--- config.mk ---
export PLATFORM = sky130hd
export DESIGN_NAME = instr_encoder
export DESIGN_NICKNAME = d
export VERILOG_FILES = /design/src/rtl/instr_encoder.sv
export SDC_FILE = /design/constraint.sdc
export NUM_CORES = 1
export LEC_CHECK = 0
export ABC_AREA = 0
export CORE_MARGIN = 1.5
export CORE_UTILIZATION = 37
export DETAILED_ROUTE_END_ITERATION = 12
export PLACE_DENSITY = 0.81
export SYNTH_ARGS = -nofsm -noshare
export SYNTH_HDL_FRONTEND = slang
export SYNTH_SLANG_ARGS = --single-unit
export TNS_END_PERCENT = 1
--- constraint.sdc ---
create_clock -name clk -period 1.53 [get_ports clk]
set_input_delay 0.2295 -clock clk [delete_from_list [all_inputs] [get_ports clk]]
set_output_delay 0.2295 -clock clk [all_outputs]
set_load 0.05 [all_outputs]
--- src/rtl/instr_encoder.sv ---
// instr_encoder: packs decoded instruction fields into 32-bit words and writes them
// sequentially to instruction memory. Legality checking is enabled by `INSTR_ENC_CHECK_EN.
module instr_encoder #(
  parameter int          ADDR_W    = 16,
  parameter int unsigned BASE_ADDR = 0,
  parameter int          DEPTH     = 256,
  localparam int         CW        = $clog2(DEPTH + 1)
) (
  input  logic              clk,
  input  logic              rst_n,
  input  logic              in_valid,
  output logic              in_ready,
  input  logic [3:0]        cond,
  input  logic [1:0]        op,
  input  logic [5:0]        funct,
  input  logic [1:0]        sh,
  input  logic [3:0]        rn,
  input  logic [3:0]        rd,
  input  logic [11:0]       src2,
  input  logic [23:0]       imm24,
  input  logic              clear,
  output logic              imem_we,
  output logic [ADDR_W-1:0] imem_addr,
  output logic [31:0]       imem_wdata,
  input  logic              imem_ack,
  output logic [CW-1:0]     count,
  output logic              full,
  output logic              err
);

  typedef struct packed {
    logic [3:0]  cond;
    logic [1:0]  op;
    logic [5:0]  funct;
    logic [1:0]  sh;
    logic [3:0]  rn;
    logic [3:0]  rd;
    logic [11:0] src2;
    logic [23:0] imm24;
  } fields_t;

  typedef enum logic [1:0] {IDLE, WRITE, FULL} state_t;

  localparam logic [1:0] OP_DP  = 2'd0;
  localparam logic [1:0] OP_MEM = 2'd1;
  localparam logic [1:0] OP_BR  = 2'd2;
  localparam logic [1:0] OP_RSV = 2'd3;

  // Inverse of the decoder's field extraction; op 3 uses the data-processing layout.
  function automatic logic [31:0] pack(input fields_t f);
    logic [11:0] s2;
    s2 = f.src2;
    if (f.op == OP_DP && f.funct[4:1] == 4'd13)
      s2[6:5] = f.sh;
    if (f.op == OP_BR)
      pack = {f.cond, f.op, f.funct[5:4], f.imm24};
    else
      pack = {f.cond, f.op, f.funct, f.rn, f.rd, s2};
  endfunction

  fields_t     fin;
  logic        reject;
  state_t      state_q, state_d;
  logic [CW-1:0] count_q, count_d;
  logic [31:0] wdata_q, wdata_d;

  assign fin = '{cond: cond, op: op, funct: funct, sh: sh,
                 rn: rn, rd: rd, src2: src2, imm24: imm24};

`ifdef INSTR_ENC_CHECK_EN
  function automatic logic illegal(input fields_t f);
    illegal = 1'b0;
    if (f.op == OP_RSV)
      illegal = 1'b1;
    // Multiply encodings other than the plain form are not supported downstream.
    if (f.op == OP_DP && f.funct[5:4] == 2'b00 && f.funct[3:1] != 3'd0)
      illegal = 1'b1;
    if (f.op == OP_MEM && !f.funct[2])
      illegal = 1'b1;
  endfunction

  logic err_q;

  assign reject = illegal(fin);

  always_ff @(posedge clk or negedge rst_n) begin
    if (!rst_n) err_q <= 1'b0;
    else        err_q <= !clear && state_q == IDLE && in_valid && reject;
  end

  assign err = err_q;
`else
  assign reject = 1'b0;
  assign err    = 1'b0;
`endif

  always_comb begin
    state_d = state_q;
    count_d = count_q;
    wdata_d = wdata_q;
    if (clear) begin
      state_d = IDLE;
      count_d = '0;
    end else begin
      case (state_q)
        IDLE: begin
          if (in_valid && !reject) begin
            wdata_d = pack(fin);
            state_d = WRITE;
          end
        end
        WRITE: begin
          if (imem_ack) begin
            count_d = count_q + CW'(1);
            state_d = (count_d == CW'(DEPTH)) ? FULL : IDLE;
          end
        end
        FULL:    state_d = FULL;
        default: state_d = IDLE;
      endcase
    end
  end

  always_ff @(posedge clk or negedge rst_n) begin
    if (!rst_n) begin
      state_q <= IDLE;
      count_q <= '0;
      wdata_q <= '0;
    end else begin
      state_q <= state_d;
      count_q <= count_d;
      wdata_q <= wdata_d;
    end
  end

  // Address follows count directly, so it is stable throughout WRITE and wraps silently.
  assign imem_addr  = ADDR_W'(BASE_ADDR) + ADDR_W'({count_q, 2'b00});
  assign imem_wdata = wdata_q;
  assign imem_we    = (state_q == WRITE);
  assign in_ready   = (state_q == IDLE);
  assign full       = (state_q == FULL);
  assign count      = count_q;

endmodule
==> implementation parameters <==
Parameter                              Value

Outcome
  Run status ... finished, final reports clean

Floorplanning
  Die Footprint ... roughly 6400 um2
  Cell Rows ... 27
  Starting Density ... about two fifths
  Floorplan core area ... around 5600 um2
  Total I/O pin count ... 124
  Width of the chip ... approximately 80 um
  Vertical die dimension ... around 80 um

Route
  Detailed-route vias per instance ... 4.92
  DRT Wirelength ... 6030 um
  Overall via count from detail_route ... between 2k and 2.5k
  Number of design rule violations left after detail routing ... 0
  DRT iter0 DRCs ... just over 70
  Detailed Routing Iterations Pass 1 ... 4
  Post-DRT Antenna Nets ... 0
  Routed wire per std cell ... 13.9 um

Power and ir drop
  Max IR drop VDD ... ~0.74 mV
  Internal power consumption ... between 0.002 and 0.0025 W
  Leakage Power ... 1.61 nW
  Power consumption ... approximately 0.0038 W
  Portion of total power attributed to sequential cells ... between 30% and 40%
  Portion of total power attributed to the clock network ... a little under a quarter
  Fraction of power spent switching nets ... a little under two fifths
  Combinational share of power ... slightly below 40%
  P per Cell Area ... 1020 nW/um2
  Switching power total ... ~0.0014 W

Worst setup path
  Worst setup EP type ... flop
  CP required ... around 1.7 ns
  Data arrival time of the critical path ... roughly 1.6 ns
  Crit-path max FO ... 8
  Startpoint types ... flop
  Category of the most critical setup path ... reg -> reg

Clocking
  H-tree lvl count ... 2
  Clock Root Buffer ... sky130_fd_sc_hd__clkbuf_8
  Clock transition at the register clock pins on the worst setup and hold paths after CTS ... roughly 0.08 ns
  Clock tree from TritonCTS ... done
  Number of sinks driven by the clock tree ... 43
  TritonCTS Buffers ... 5
  Skew-Pair Late Insertion Delay ... just under 0.3 ns
  Buffer levels on the longest clock path ... 2

Global routing
  Overall global routing resource usage ... between 10% and 20%
  Number of global-route vias before repair ... roughly 2.1k
  First-pass GRT wire length ... between 9000 and 10000 um
  Overflow left after global routing ... 0
  Initial antenna violation count ... 0
  Pin count of the biggest net entering global routing ... 20

Logic synthesis
  Synth Area in XOR/XNOR ... between 3 and 4%
  Distinct cell type count of the synthesized netlist ... 40
  Share of cell area taken by muxes after synthesis ... slightly above 4%
  Arithmetic-cell share of the synthesized area counting full adders, half adders and majority gates ... less than 1%
  Largest family of logic cells by synthesized area ... simple AND/OR/NAND/NOR gates
  Compound-cell area share of the yosys netlist ... about 11%
  Synthesized area divided by synthesized cell count ... a little over 9 um2
  Post-synthesis sequential area ratio ... between 40 and 50%
  Netlist area before placement ... 2200 um2
  Flip-flop and latch count after synthesis ... 43
  Synth warn ... 0
  Number of cells produced by synthesis ... roughly 240
  Area fraction in and, or, nand and nor cells after synthesis ... about a fifth

Layout
  Fraction of final layout cells with drive strength greater than 1 ... just over 30%
  Number of antenna cells inserted ... 0
  Layout Cells excl Fill ... 435
  Post-route cell area ... between 3000 and 4000 um2
  Layout Area Growth over Synthesis ... 69.5%
  Fill cell total of the finished layout ... ~470
  Seq. cell area ... between 1000 and 1500 um2
  Multi-input gate area ... around 950 um2
  Net count, final ... approximately 430
  Layout Utilization ... about two thirds

Job
  Maximum capacitance violations ... 0

Placement
  Placed insts ... roughly 420
  Weighted congestion reported at the end of routability-driven placement ... roughly 0.84
  # port buffers ... roughly 120
  Detailed placer's ending HPWL ... about 4700 um
  Post-detailed-placement cell area ... 3590 um2

Timing
  Fmax ... 686 MHz
  RSZ-0062 raised after global routing ... no
  Hold violation count in the final report ... 0
  Final worst path period share ... between 90% and 100%
  Setup TNS after final layout ... 0 ns
  Final clock skew ... 0.00521 ns
  Slew Limit Fails ... 0
  Crit path time final ... 1.46 ns
  # setup viols final ... 0

Min path
  Worst min path class ... in -> async
## flip-flops by register name, indices dropped and copies added, names as in the netlist
| signal | flops |
|---|---|
| count | 9 |
| imem_wdata | 32 |
| state_q | 2 |
## layout by cell type (no fill, tap or decap), drive strengths merged, types with 3 or more instances in the layout
cell | Yosys | final
o21ai | 4 | 4
clkbuf | 3 | 6
buf | 25 | 77
nor2 | 30 | 30
mux2 | 8 | 8
o22ai | 3 | 3
inv | 5 | 5
nand2 | 50 | 50
dfrtp | 43 | 43
nor2b | 3 | 3
a31oi | 22 | 22
clkdlybuf4s50 | 0 | 61
nand3 | 4 | 4
nor3 | 3 | 3
conb | 1 | 8
xnor2 | 7 | 7
## worst max-delay path, stage by stage, from the launching register on
cell                      delay, ns
sky130_fd_sc_hd__dfrtp_2       0.45
sky130_fd_sc_hd__nor2_4        0.18
sky130_fd_sc_hd__and3_2        0.35
sky130_fd_sc_hd__mux2_2        0.36
## metrics by stage
stage	hold WS [ns]	setup WS, ns
global placement	0.174	-0.166
CTS	0.390	0.0451
finish	0.385	0.0717
detailed placement	0.177	-0.218
global route	0.420	0.00383
floorplan	-0.0661	-0.0165
## Yosys cell counts
cell / count / share of area, %
sky130_fd_sc_hd__buf_2: 3 / 0.68
sky130_fd_sc_hd__nor2_2: 1 / 0.28
sky130_fd_sc_hd__buf_4: 20 / 6.8
sky130_fd_sc_hd__nand2b_1: 1 / 0.28
sky130_fd_sc_hd__nor4_1: 1 / 0.28
sky130_fd_sc_hd__and3b_1: 1 / 0.40
sky130_fd_sc_hd__a31oi_1: 22 / 6.2
sky130_fd_sc_hd__nand3b_1: 1 / 0.34
sky130_fd_sc_hd__buf_6: 2 / 1.0
sky130_fd_sc_hd__mux2_2: 8 / 4.1
sky130_fd_sc_hd__nand2_1: 50 / 8.5
sky130_fd_sc_hd__nor4b_2: 1 / 0.68
sky130_fd_sc_hd__nor3_1: 3 / 0.68
sky130_fd_sc_hd__clkbuf_1: 3 / 0.51
sky130_fd_sc_hd__or3_1: 1 / 0.28
sky130_fd_sc_hd__o21ai_0: 4 / 0.91
sky130_fd_sc_hd__ha_1: 1 / 0.57
sky130_fd_sc_hd__nor4_2: 1 / 0.57
sky130_fd_sc_hd__nor2_1: 29 / 4.9
sky130_fd_sc_hd__dlygate4sd1_1: 1 / 0.40
sky130_fd_sc_hd__o22ai_1: 3 / 0.85
sky130_fd_sc_hd__xnor2_1: 7 / 2.8
sky130_fd_sc_hd__nand4_1: 1 / 0.28
sky130_fd_sc_hd__nand3_1: 4 / 0.91
sky130_fd_sc_hd__dfrtp_1: 43 / 49
sky130_fd_sc_hd__and3_1: 1 / 0.28
sky130_fd_sc_hd__conb_1: 1 / 0.17
sky130_fd_sc_hd__o21bai_1: 1 / 0.34
sky130_fd_sc_hd__xor2_1: 2 / 0.79
sky130_fd_sc_hd__nand4_2: 1 / 0.57
sky130_fd_sc_hd__and4_1: 2 / 0.79
sky130_fd_sc_hd__a211o_2: 1 / 0.45
sky130_fd_sc_hd__a32o_1: 1 / 0.45
sky130_fd_sc_hd__nor4b_1: 1 / 0.40
sky130_fd_sc_hd__inv_1: 5 / 0.85
sky130_fd_sc_hd__nor2b_1: 3 / 0.85
sky130_fd_sc_hd__o31a_1: 1 / 0.40
sky130_fd_sc_hd__a211oi_1: 2 / 0.68
sky130_fd_sc_hd__a21oi_1: 2 / 0.45
sky130_fd_sc_hd__a31o_2: 1 / 0.40
## logic make-up (layout without fill, tap and decap cells)
kind of cell / count (synthesis) / count (layout)
other cells: 1 / 8
mux: 8 / 8
xor+xnor: 9 / 9
buf+inv: 34 / 152
compound gates: 38 / 38
flops: 43 / 43
fa+ha+maj: 1 / 1
simple gates: 103 / 104
## final cells by class
type	instances	share of cell area (%)
sequential	43	29.1
multi-input combinational	168	25.5
timing repair buffer	139	39.4
tap	72	2.41
inverter	5	0.502
clock inverter	2	0.937
clock buffer	6	2.21
## final timing paths
| kind | start | end | slack [ns] | cells after the start |
|---|---|---|---|---|
| worst max-delay path | state_q[1]$_DFFE_PN0P_ | imem_wdata[30]$_DFFE_PN0P_ | 0.07 | 3 |
| worst min-delay path | rst_n | imem_wdata[20]$_DFFE_PN0P_ | 0.38 | 2 |
| worst max register to register | state_q[1]$_DFFE_PN0P_ | imem_wdata[30]$_DFFE_PN0P_ | 0.07 | 3 |
| worst min register to register | imem_wdata[31]$_DFFE_PN0P_ | imem_wdata[31]$_DFFE_PN0P_ | 0.51 | 1 |
| max in group asynchronous | rst_n | imem_wdata[23]$_DFFE_PN0P_ | 0.66 | 3 |
| min in group clk | imm24[9] | imem_wdata[9]$_DFFE_PN0P_ | 0.49 | 3 |
## routing by layer
metal  track usage, %  vias up  wire length (um)  share of wire (%)
li1                 -     1034                 -                  -
met3             5.68        9               410                6.8
met4             6.38        0                88                1.5
met2             35.2       74              3120                 52
met1             22.1     1024              2420                 40
met5                0        -                 0                  0
## power by group through the flow
stage	logic (W)	clock network, W	registers, W
finish	0.00150	0.000915	0.00140
floorplan	0.000339	0	0.00200
CTS	0.00150	0.000936	0.00140
global placement	0.00148	0	0.00142
global route	0.00158	0.000983	0.00142
detailed placement	0.00150	0	0.00143
## timing repair
action / CTS / global route
buffers inserted: 0 / 1
resized for setup: 0 / 1
hold buffers: 1 / 0
setup endpoints to repair: 0 / 15
endpoints found under the hold margin: 15 / 0
No activity file was read; power rests on OpenSTA's default activity.
